[src/rtl/tff_bank.sv]
// Bank of WIDTH independent toggle/set/clear/load flip-flops.
// Each flip-flop has a saturating counter of its own state transitions.
module tff_bank #(
    parameter int unsigned      WIDTH   = 4,
    parameter int unsigned      CNT_W   = 8,
    parameter logic [WIDTH-1:0] RST_VAL = '0
) (
    input  logic                     clk,
    input  logic                     reset,
    input  logic                     i_en,
    input  logic [1:0]               i_mode,
    input  logic [WIDTH-1:0]         i_t,
    input  logic [WIDTH-1:0]         i_d,
    input  logic                     i_cnt_clr,
    output logic [WIDTH-1:0]         o_q,
    output logic                     o_changed,
    output logic [WIDTH*CNT_W-1:0]   o_cnt
);

    typedef enum logic [1:0] {
        MODE_TOGGLE = 2'b00,
        MODE_SET    = 2'b01,
        MODE_CLEAR  = 2'b10,
        MODE_LOAD   = 2'b11
    } mode_e;

    logic [WIDTH-1:0] q_q, q_d;
    logic             changed_q, changed_d;
    logic [CNT_W-1:0] cnt_q [WIDTH];
    logic [CNT_W-1:0] cnt_d [WIDTH];

    always_comb begin
        q_d = q_q;
        if (i_en) begin
            case (mode_e'(i_mode))
                MODE_TOGGLE: q_d = q_q ^ i_t;
                MODE_SET:    q_d = q_q | i_t;
                MODE_CLEAR:  q_d = q_q & ~i_t;
                MODE_LOAD:   q_d = (q_q & ~i_t) | (i_d & i_t);
                default:     q_d = q_q;
            endcase
        end
        // q_d equals q_q when disabled, so the flag drops to 0 on its own
        changed_d = |(q_d ^ q_q);
    end

    always_comb begin
        for (int unsigned k = 0; k < WIDTH; k++) begin
            cnt_d[k] = cnt_q[k];
            if (i_cnt_clr) begin
                cnt_d[k] = '0;
            end else if ((q_d[k] != q_q[k]) && (cnt_q[k] != '1)) begin
                cnt_d[k] = cnt_q[k] + CNT_W'(1);
            end
        end
    end

    always_ff @(posedge clk) begin
        if (reset) begin
            q_q       <= RST_VAL;
            changed_q <= 1'b0;
            for (int unsigned k = 0; k < WIDTH; k++) begin
                cnt_q[k] <= '0;
            end
        end else begin
            q_q       <= q_d;
            changed_q <= changed_d;
            for (int unsigned k = 0; k < WIDTH; k++) begin
                cnt_q[k] <= cnt_d[k];
            end
        end
    end

    always_comb begin
        o_cnt = '0;
        for (int unsigned k = 0; k < WIDTH; k++) begin
            o_cnt[k*CNT_W +: CNT_W] = cnt_q[k];
        end
    end

    assign o_q       = q_q;
    assign o_changed = changed_q;

endmodule
[config.mk]
export PLATFORM = sky130hd
export DESIGN_NAME = tff_bank
export DESIGN_NICKNAME = d
export VERILOG_FILES = /design/src/rtl/tff_bank.sv
export SDC_FILE = /design/constraint.sdc
export NUM_CORES = 1
export LEC_CHECK = 0
export ABC_AREA = 1
export CORE_MARGIN = 1.5
export CORE_UTILIZATION = 50
export DETAILED_ROUTE_END_ITERATION = 6
export PLACE_DENSITY = 0.76
export SLEW_MARGIN = 20
export SYNTH_ARGS = -nofsm -noshare
export SYNTH_HDL_FRONTEND = slang
export SYNTH_SLANG_ARGS = --single-unit
[constraint.sdc]
create_clock -name clk -period 3.95 [get_ports clk]
set_clock_uncertainty 0.05 [all_clocks]
set_input_delay 1.185 -clock clk [delete_from_list [all_inputs] [get_ports clk]]
set_output_delay 1.185 -clock clk [all_outputs]
set_load 0.01 [all_outputs]
==> metrics.txt <==
outcome=finished, final reports clean; Antenna Cells=0; synth warn=0; CTS Buf Count=5; htree depth=2; vias in the first global route=approximately 2000; P per Cell Area=just under 300 nW/um^2; crit path kind=input port to register; Cell Rows=23; area of the multi-input gates=about 1300 um^2; vias per cell=between 5 and 6; Reg power frac=46.3%; largest net degree at the start of global routing=25; endpoints failing setup=0; P_sw=just over 0.2 mW; Gate power share=between 10% and 20%; worst skew pair latency=around 0.29 ns; actual slew at the worst max-slew pin=between 0.8 and 0.9 ns; Synth cell types=21; first-pass GRT wire length=about 8800 um; crit path max fanout=11; root buf cell=clkbuf_8; area delta synth->final=29.3%; critical path endpoint category=register; P_leak=~1.1 nW; reg-to-reg slack, setup=between 1.5 and 2 ns; IO buf count=50; HPWL after DPL=between 3000 and 4000 um; CP required=between 4 and 5 ns; final worst-path cycle share=between 70% and 80%; HP Class=register to register; Clock Tree Buf Depth=2; Mapped Cells=321; Horiz. Die Dim=~69 um; drt pass-1 iters=4; GRT Util Overall=~22%; most frequent cells in the layout=nand2_1, clkdlybuf4s50_1, nand3_1; Max-Cap Viols=0; fraction of layout cells with a size suffix above 1=roughly 5.6%; TritonCTS clock tree=built; Final Max Slew Viols=0; area leader, netlist=dfxtp_1; Design Power=around 0.84 mW; die area=4790 um^2; f_max=roughly 340 MHz; Synth top area share=between 30% and 40%; # hold bufs at CTS=0; clock slew at reported path FFs=approximately 0.070 ns; via count=2167; Util after Layout=slightly below 70%; minimum clock period=approximately 3.0 ns; Slew headroom=between 40% and 50%; Hold WS=approximately 0.43 ns; initial antenna violation count=0; mean post-synth cell area=6.83 um^2; DRC viols=0; I/O pins=51; Post-CTS Setup Inserts=0; total grt overflow=0; synth top area cells=dfxtp_1, nand2_1, nand3_1; P_int=0.629 mW; most common cell after layout, fill and taps aside=nand2_1; die height=about 69 um; final hold violations=0; Post-layout nets=399; CTS Sinks=37; number of synthesized register bits=37; register area=741 um^2; Setup crit start kind=input port; Clk pwr share=~40%; Core ar.=approximately 4000 um^2; post-CTS resize count=0; Peak supply drop=roughly 0.22 mV; Avg WL per Cell=between 10 and 15 um; setup tns final=0 ns; Mapped Area=roughly 2200 um^2; Routed Wire Length=a little over 5000 um; FILL cells=~360; Post-Syn Nets=347; Initial Utilization=between 50 and 60%; sequential cell area fraction in the yosys report=33.8%; Net Sw Frac=24.7%; Antenna Nets Post-Route=0; Worst Path Arrival=roughly 3 ns; GP Congestion=0.818; RSZ-0062 raised after global routing=false; violation count after the first detailed-route iteration=between 100 and 150
-- cells by family (layout without fill, tap and decap cells) --
kind of cell	after synthesis	count (layout)	synth area share (%)
simple gates	179	179	35.7
compound gates	39	39	8.90
flops	37	37	33.8
buf+inv	34	87	6.85
xor+xnor	20	20	7.99
fa+ha+maj	12	12	6.85
-- layout make-up --
cell class	count	share of cell area, %
clock inverter	1	1.06
tap	50	2.21
inverter	28	3.71
clock buffer	7	3.05
sequential	37	26.1
multi-input combinational	250	45.9
timing repair buffer	51	17.9
-- worst paths after layout --
kind | startpoint | to | cells past startpoint
setup / recovery | i_t[2] | cnt_q[2][7] | 13
hold / removal | cnt_q[2][6] | cnt_q[2][6] | 2
setup reg to reg | o_q[2] | cnt_q[2][7] | 10
hold reg to reg | cnt_q[2][6] | cnt_q[2][6] | 2
-- cells in the mapped netlist, drive strengths merged --
cell,n
nand3,47
nor2,36
nor3b,2
nand4,4
nor3,4
ha,12
clkbuf,2
and2,1
o21ai,4
inv,28
xnor2,3
xor2,17
nand2,85
buf,4
a21oi,35
dfxtp,37
-- power groups by stage --
stage	Combinational, mW	Sequential [mW]	Clock, mW
finish	0.109	0.387	0.340
global route	0.122	0.388	0.362
CTS	0.109	0.387	0.345
detailed placement	0.109	0.395	0
global placement	0.107	0.395	0
floorplan	0.0673	0.397	0
-- metrics by stage --
step / setup WS [ns] / cells / instance area (um^2)
finish: 0.985 / 424 / 2840
global route: 0.749 / 424 / 2840
CTS: 0.988 / 424 / 2840
detailed placement: 0.693 / 416 / 2720
global placement: 0.740 / 416 / 2720
floorplan: 1.63 / 321 / 2190
-- layer usage --
| layer | part of all wire (%) | vias to the layer above | wire, um | track usage (%) |
|---|---|---|---|---|
| met2 | 46 | 55 | 2370 | 36.1 |
| li1 | - | 1146 | - | - |
| met1 | 49 | 960 | 2510 | 28.7 |
| met4 | 0.86 | 0 | 44 | 6.10 |
| met3 | 4.1 | 6 | 209 | 3.92 |
| met5 | 0 | - | 0 | 0 |
-- flip-flops by register name, indices dropped and copies added (netlist names) --
| name | count |
|---|---|
| o_changed | 1 |
| o_q | 4 |
| cnt_q | 32 |
-- critical path, cell delays in order --
cell and delay (ns):
clkdlybuf4s50_1 0.50, inv_1 0.07, ha_1 0.19, nand2_1 0.06, nand2_1 0.05, nor2_1 0.09
nand2_1 0.07, nand2_1 0.08, nand3_1 0.07, nand2_1 0.29, nand2_1 0.23, nand2_1 0.11
a21oi_1 0.06
Note: power is estimated with default switching activity, not from simulation.
